==> src/rtl/muldiv_seq.sv <==
// Purpose : RV32M multiply/divide sequencer beside the EX ALU; drives a shared pipelined
//           33x33 signed multiplier and runs an internal radix-2 restoring divider.
// Latency : mul ops MUL_LAT+1 cycles accept->result; div/rem 34 cycles; div special cases 1 cycle.
// Backpr. : one op in flight; req_ready_o only in IDLE; result held in DONE until res_ready_i.
// Ports   : clk/rst_n (async active-low); req_valid_i/req_ready_o + op_i/a_i/b_i request;
//           flush_i kills any op; mul_a_o/mul_b_o -> multiplier, mul_res_i <- product[63:0];
//           res_valid_o/res_ready_i + res_o result; busy_o high whenever not IDLE.
module muldiv_seq #(
  parameter int DATA_WIDTH = 32,
  parameter int MUL_LAT    = 2
) (
  input  logic                      clk,
  input  logic                      rst_n,
  input  logic                      req_valid_i,
  output logic                      req_ready_o,
  input  logic [2:0]                op_i,
  input  logic [DATA_WIDTH-1:0]     a_i,
  input  logic [DATA_WIDTH-1:0]     b_i,
  input  logic                      flush_i,
  output logic [DATA_WIDTH:0]       mul_a_o,
  output logic [DATA_WIDTH:0]       mul_b_o,
  input  logic [2*DATA_WIDTH-1:0]   mul_res_i,
  output logic                      res_valid_o,
  input  logic                      res_ready_i,
  output logic [DATA_WIDTH-1:0]     res_o,
  output logic                      busy_o
);

  localparam int W     = DATA_WIDTH;
  // Counter must hold both the divider iteration index and the multiplier wait count.
  localparam int CNT_W = $clog2((MUL_LAT > W) ? MUL_LAT : W);

  localparam logic [W-1:0] ALL_ONES = {W{1'b1}};
  localparam logic [W-1:0] INT_MIN  = {1'b1, {(W-1){1'b0}}};

  typedef enum logic [2:0] {
    IDLE     = 3'd0,
    MUL_WAIT = 3'd1,
    DIV_CALC = 3'd2,
    DIV_FIX  = 3'd3,
    DONE     = 3'd4
  } state_t;

  state_t           state_q, state_d;
  logic [CNT_W-1:0] cnt_q, cnt_d;
  logic [1:0]       op_q, op_d;          // op[2] is implied by the state path taken
  logic [W:0]       mul_a_q, mul_a_d;
  logic [W:0]       mul_b_q, mul_b_d;
  logic [W-1:0]     rem_q, rem_d;
  logic [W-1:0]     quo_q, quo_d;        // dividend shifts out MSB-first as quotient shifts in
  logic [W-1:0]     dvs_q, dvs_d;
  logic             neg_q_q, neg_q_d;    // negate quotient in DIV_FIX
  logic             neg_r_q, neg_r_d;    // negate remainder in DIV_FIX
  logic [W-1:0]     res_q, res_d;

  logic             accept;
  logic             div_signed;
  logic [W-1:0]     a_mag, b_mag;
  logic [W:0]       rem_sh, diff;
  logic             ge;

  assign req_ready_o = (state_q == IDLE);
  assign busy_o      = (state_q != IDLE);
  assign res_valid_o = (state_q == DONE);
  assign res_o       = res_q;
  assign mul_a_o     = mul_a_q;
  assign mul_b_o     = mul_b_q;

  // A request coinciding with a flush is dropped, not accepted.
  assign accept = req_valid_i & (state_q == IDLE) & ~flush_i;

  always_comb begin
    state_d    = state_q;
    cnt_d      = cnt_q;
    op_d       = op_q;
    mul_a_d    = mul_a_q;
    mul_b_d    = mul_b_q;
    rem_d      = rem_q;
    quo_d      = quo_q;
    dvs_d      = dvs_q;
    neg_q_d    = neg_q_q;
    neg_r_d    = neg_r_q;
    res_d      = res_q;

    // div/rem (op[0]=0) are signed; divu/remu unsigned.
    div_signed = ~op_i[0];
    a_mag      = (div_signed & a_i[W-1]) ? -a_i : a_i;
    b_mag      = (div_signed & b_i[W-1]) ? -b_i : b_i;

    // Restoring step: the borrow bit of the trial subtraction is the inverted quotient bit.
    rem_sh     = {rem_q, quo_q[W-1]};
    diff       = rem_sh - {1'b0, dvs_q};
    ge         = ~diff[W];

    unique case (state_q)
      IDLE: begin
        if (accept) begin
          op_d = op_i[1:0];
          if (!op_i[2]) begin
            // rs1 signed for mul/mulh/mulhsu, rs2 signed for mul/mulh only.
            mul_a_d = {a_i[W-1] & (op_i[1:0] != 2'b11), a_i};
            mul_b_d = {b_i[W-1] & ~op_i[1], b_i};
            cnt_d   = CNT_W'(MUL_LAT - 1);
            state_d = MUL_WAIT;
          end else if (b_i == '0) begin
            res_d   = op_i[1] ? a_i : ALL_ONES;
            state_d = DONE;
          end else if (div_signed && (a_i == INT_MIN) && (b_i == ALL_ONES)) begin
            res_d   = op_i[1] ? '0 : INT_MIN;
            state_d = DONE;
          end else begin
            quo_d   = a_mag;
            dvs_d   = b_mag;
            rem_d   = '0;
            neg_q_d = div_signed & (a_i[W-1] ^ b_i[W-1]);
            neg_r_d = div_signed & a_i[W-1];
            cnt_d   = CNT_W'(W - 1);
            state_d = DIV_CALC;
          end
        end
      end

      MUL_WAIT: begin
        if (cnt_q == '0) begin
          res_d   = (op_q == 2'b00) ? mul_res_i[W-1:0] : mul_res_i[2*W-1:W];
          state_d = DONE;
        end else begin
          cnt_d = cnt_q - CNT_W'(1);
        end
      end

      DIV_CALC: begin
        rem_d = ge ? diff[W-1:0] : rem_sh[W-1:0];
        quo_d = {quo_q[W-2:0], ge};
        if (cnt_q == '0) begin
          state_d = DIV_FIX;
        end else begin
          cnt_d = cnt_q - CNT_W'(1);
        end
      end

      DIV_FIX: begin
        if (op_q[1]) begin
          res_d = neg_r_q ? -rem_q : rem_q;
        end else begin
          res_d = neg_q_q ? -quo_q : quo_q;
        end
        state_d = DONE;
      end

      DONE: begin
        if (res_ready_i) begin
          state_d = IDLE;
        end
      end

      default: state_d = IDLE;
    endcase

    // Pipeline kill wins over every transition, including the result handshake.
    if (flush_i) begin
      state_d = IDLE;
    end
  end

  always_ff @(posedge clk or negedge rst_n) begin
    if (!rst_n) begin
      state_q <= IDLE;
      cnt_q   <= '0;
      op_q    <= '0;
      mul_a_q <= '0;
      mul_b_q <= '0;
      rem_q   <= '0;
      quo_q   <= '0;
      dvs_q   <= '0;
      neg_q_q <= 1'b0;
      neg_r_q <= 1'b0;
      res_q   <= '0;
    end else begin
      state_q <= state_d;
      cnt_q   <= cnt_d;
      op_q    <= op_d;
      mul_a_q <= mul_a_d;
      mul_b_q <= mul_b_d;
      rem_q   <= rem_d;
      quo_q   <= quo_d;
      dvs_q   <= dvs_d;
      neg_q_q <= neg_q_d;
      neg_r_q <= neg_r_d;
      res_q   <= res_d;
    end
  end

endmodule

==> config.mk <==
export PLATFORM = sky130hd
export DESIGN_NAME = muldiv_seq
export DESIGN_NICKNAME = d
export VERILOG_FILES = /design/src/rtl/muldiv_seq.sv
export SDC_FILE = /design/constraint.sdc
export NUM_CORES = 1
export LEC_CHECK = 0
export CORE_ASPECT_RATIO = 1.1
export CORE_UTILIZATION = 59
export CTS_CLUSTER_DIAMETER = 150
export DETAILED_ROUTE_END_ITERATION = 8
export PLACE_DENSITY_LB_ADDON = 0.15
export SYNTH_ARGS = -nofsm -noshare
export SYNTH_HDL_FRONTEND = slang
export SYNTH_SLANG_ARGS = --single-unit
==> constraint.sdc <==
create_clock -name clk -period 9.04 [get_ports clk]
set_clock_uncertainty 0.1 [all_clocks]
set_input_delay 2.712 -clock clk [delete_from_list [all_inputs] [get_ports clk]]
set_output_delay 2.712 -clock clk [all_outputs]
set_load 0.01 [all_outputs]
# [Yosys cells after proc, flatten, opt, wreduce, memory -nomap -nowiden]
# Index checks and enable logic that the tools add are counted.
[totals] ramBits=0 romBits=0 latch_bits=0 reg_bits=206 mem_count=0 out_inout_bits=101
[classes] shift=0 bitwise_logic=15 eq_ne=20 n_mux=40 n_addsub=6 n_mul=0 n_reduce_logical=18 n_lt_le_gt_ge=0 div_mod_pow=0
[ops] cell="$mux 32" count=22
[ops] cell="$neg 32->32" count=4
[ops] cell="$pmux 32 s2" count=2
[ops] cell="$pmux 32 s3" count=1
[ops] cell="$eq 32x32->1 const B" count=2
[ops] cell="$sub 33x32->33" count=1
[ops] cell="$logic_not 32->1" count=1
[ops] cell="$mux 5" count=5
[ops] cell="$mux 3" count=8
[ops] cell="$reduce_and 5->1" count=4
[ops] cell="$pmux 3 s5" count=1
[ops] cell="$ne 3x3->1 const B" count=4
[ops] cell="$ne 2x2->1 const B" count=5
[ops] cell="$pmux 5 s2" count=1
[ops] cell="$and 1x1->1" count=7
[ops] cell="$not 1->1" count=7
[ops] cell="$eq 3x2->1 const B" count=2
[ops] cell="$ne 3x1->1 const B" count=2
[ops] cell="$reduce_bool 3->1" count=2
[ops] cell="$logic_not 5->1" count=1
[ops] cell="$sub 5x1->5 const B" count=1
[ops] cell="$ne 2x1->1 const B" count=2
[ops] cell="$reduce_and 4->1" count=1
[ops] cell="$reduce_bool 2->1" count=2
[ops] cell="10 further kinds" count=11

# [Logic depth before layout (Yosys ltp)]
[depth] depth_word=9 depth_mapped=14

# [Worst setup path before layout]
# OpenSTA, ideal clock, no wires.
[synth_timing] path_kind="in2reg" startpoint="input a_i[22]" endpoint="register rem_q[26]" setup_ps=88 path_slack_ps=3614 t_arrival_ps=5238 cell_stages=10 required_ps=8852 cell_sequence="or4_4 > or4b_4 > or4_1 > o32ai_2 > nor4_1 > nor2_2 > buf_2 > buf_4 > nand2_1 > o211ai_1"
[synth_between] elab_chain_cells=5
[synth_rtl] element="from (decl)" line_no="17" text="input logic [DATA_WIDTH-1:0] a_i,"
[synth_rtl] element="$eq 32x32->1" line_no="108" text="end else if (div_signed && (a_i == INT_MIN) && (b_i == ALL_ONES)) begin"
[synth_rtl] element="$logic_and 1x1->1 (2 in series)" line_no="108"
[synth_rtl] element="$ne 2x2->1 (no line)"
[synth_rtl] element="$reduce_and 5->1 (no line)"
[synth_rtl] element="to (signal assigned)" line_no="185" text="rem_q <= rem_d;"
[synth_rtl] element="to (decl)" line_no="49" text="logic [W-1:0] rem_q, rem_d;"
# Every way passes these cells.
# A chain may end at the register's enable or synchronous reset.

# [Worst setup path after layout]
[layout_timing] startpoint="input a_i[13]" endpoint="register rem_q[7]"
# The elaborated chain is that of the path after synthesis.

==> flow_metrics.tcl <==
set metrics [dict create \
    first_global_vias 12500 \
    cts_tree "built" \
    switchingPower_mw 2.19 \
    whs_ns 0.381 \
    path_cells "clkdlybuf4s50_1 > or4_1 > or3_1 > or4_1 > o32ai_2 > nor4_1 > nor2_4 > buf_4 > and2_1 > a221o_1" \
    nets 1972 \
    nFillCells 1772 \
    finalHoldViolations 0 \
    ys_seq_area_share_pct 37.4 \
    syn-mean-instance-area_um2 8.56 \
    routedWlPerCell_um 18.8 \
    power_frac_clock_pct 17.6 \
    ant_nets 0 \
    regArea_mm2 0.00515 \
    relSlewSlack_pct 26.0 \
    cts_buffer_depth 3 \
    postCtsResizedCells 0 \
    crit_start "a_i[13]" \
    clock_latency_ns 0.53 \
    overflow 0 \
    setup_viol 0 \
    synthTopCellsByCount "dfrtp_1, nand2_1, nor2_1" \
    clockRootBuffer "clkbuf_16" \
    synth_top_cell_area_share_pct 37.4 \
    yosysUniqueCellTypes 69 \
    fmax_mhz 153 \
    max_stage_delay_ns 0.67 \
    multi_input_area_mm2 0.00803 \
    area_delta_synth_final_pct 23.6 \
    ios 237 \
    grt_antenna_before_repair 0 \
    viasPerCell 6.14 \
    rows 58 \
    cts_hold_buf 0 \
    worst_slew_pin_slew_ns 1.11 \
    rsz0062_at_grt "no" \
    p_total_mw 5.23 \
    p_per_area_mw_per_mm2 307 \
    synth_area_leader_cell "dfrtp_1" \
    p_seq_share_pct 32.5 \
    ff2ff_setup_slack_ns 4.79 \
    path_max_fanout 41 \
    arrival_ns 6.90 \
    post_cts_buffers 0 \
    drt_iter0_markers 917 \
    coreArea_mm2 0.0229 \
    setup_tns_ns 0 \
    cp-start-kind "primary input" \
    period_needed_ns 6.54 \
    drv_cap 0 \
    grt_pass1_wl_mm 64.6 \
    r2r-end "rem_q[12]" \
    power.internal_mw 3.04 \
    slew_violations 0 \
    firstDrtPassIters 7 \
    crit_top_cell "or4_1" \
    ys_ff_latch 206 \
    crit_type "in2reg" \
    routed_wl_mm 39.7 \
    grtUsageTotal_pct 33.5 \
    clock_sinks 206 \
    hold_class "reg2reg" \
    placed_area_mm2 0.0163 \
    utilization_pct 74.5 \
    synthArstFlopShare_pct 100 \
    switching_share_pct 41.9 \
    gp_congestion 0.941 \
    synth.most_common_cell "dfrtp_1" \
    place_hpwl_mm 29.1 \
    synth_ff_type "dfrtp_1" \
    period_share_pct 72.4 \
    io_buffers 236 \
    drcViolationCount 0 \
    p_comb_share_pct 49.9 \
    worstSetupEndpointType "flip-flop" \
    leakagePower_nw 7.07 \
    rr_worst_depth 13 \
    yosysWarnings 0 \
    grt_max_degree 92 \
    cp_num_buf_inv 2 \
    cp_num_cells 10 \
    cp_slowest_cell "or4_1" \
    clkTransAtPathRegs_ns 0.06 \
    vias 13000 \
    r2r-start "quo_q[31]" \
    outcome "completed" \
    h-tree-depth 1 \
    netlist_instances 1611 \
    num_antenna_cells 0 \
    finish.instance_area_mm2 0.0170 \
    layout-drive-gt1-share_pct 7.89 \
    die_x_um 148 \
    netlist_area_mm2 0.0138 \
    synth_nets 1787 \
    cp_top_family "simple AND/OR/NAND/NOR gates" \
    synth_edf_count 0 \
    vdd_drop_max_uv 185 \
    cts_made_buffers 24 \
    start_util_pct 60.3 \
    dieArea_mm2 0.0240 \
    synth.top_cells.by_area "dfrtp_1, mux2_2, a21oi_1" \
    die_h_um 162 \
    worstSetupEndpoint "rem_q[7]" \
    worstPathRequired_ns 9.39 \
]
through the flow:
step | setup WS (ns) | cells
floorplan | 3.61 | 1611
global placement | 2.19 | 2070
detailed placement | 2.06 | 2070
CTS | 2.57 | 2112
global route | 2.21 | 2112
finish | 2.50 | 2112
power groups by stage:
stage | Sequential [mW] | Clock, mW | Combinational (mW)
final | 1.70 | 0.921 | 2.61
after global routing | 1.75 | 0.967 | 2.87
after CTS | 1.69 | 0.929 | 2.60
after detailed placement | 1.70 | 0 | 2.58
after global placement | 1.67 | 0 | 2.53
after floorplan | 1.65 | 0 | 1.68
worst min-delay path by stage:
stage,to,slack (ns),cells after the start,from
2_1_floorplan,dvs_q[19],0.35,2,dvs_q[19]
6_report,dvs_q[23],0.38,2,dvs_q[23]
4_1_cts,dvs_q[25],0.38,2,dvs_q[25]
3_5_place_dp,dvs_q[25],0.37,2,dvs_q[25]
3_3_place_gp,dvs_q[25],0.36,2,dvs_q[25]
5_1_grt,mul_a_o[14],0.42,1,mul_a_o[14]
cell type report:
type / instances / share of cell area (%)
Tap cell: 300 / 2.20
Multi-Input combinational cell: 1249 / 47.1
Sequential cell: 206 / 30.3
Timing Repair Buffer: 254 / 14.7
Clock inverter: 11 / 0.345
Inverter: 61 / 1.34
Clock buffer: 31 / 4.04
registers in the layout, summed over array words and instances (netlist names):
| name | cells |
|---|---|
| mul_a_o | 33 |
| mul_b_o | 33 |
| dvs_q | 32 |
| quo_q | 32 |
| rem_q | 32 |
| res_o | 32 |
| cnt_q | 5 |
| state_q | 3 |
| op_q | 2 |
| neg_q_q | 1 |
| neg_r_q | 1 |
tightest hold or removal path, stage by stage, from the launching register on:
cell,delay (ns)
dfrtp_1,0.34
nand2_1,0.05
o21ai_0,0.06
layer usage:
layer / wire, µm / share of wire (%) / GRT usage [%]
met5: 0 / 0 / 0
met4: 1420 / 3.6 / 12.6
met3: 2790 / 7.0 / 3.88
met2: 19300 / 49 / 57.9
met1: 16200 / 41 / 43.2
cells in the final DEF (no fill, tap or decap), drive strengths merged, types with 42 or more instances in the layout:
| master | n |
|---|---|
| o21ai | 162 |
| clkdlybuf4s50 | 235 |
| nor2 | 147 |
| a21oi | 146 |
| nand2 | 151 |
| mux2 | 65 |
| xnor2 | 80 |
| inv | 60 |
| a31oi | 42 |
| xor2 | 59 |
| dfrtp | 206 |
cell families after synthesis:
family	after synthesis	share of synthesized area (%)
DFF	206	37.4
AOI/OAI and AO/OA	500	22.0
and+or+nand+nor	478	16.2
adders and majority gates	40	3.69
muxes	92	7.27
buffers and inverters	156	4.60
xor gates and xnor gates	139	8.83
Note: power is estimated with default switching activity, not from simulation.
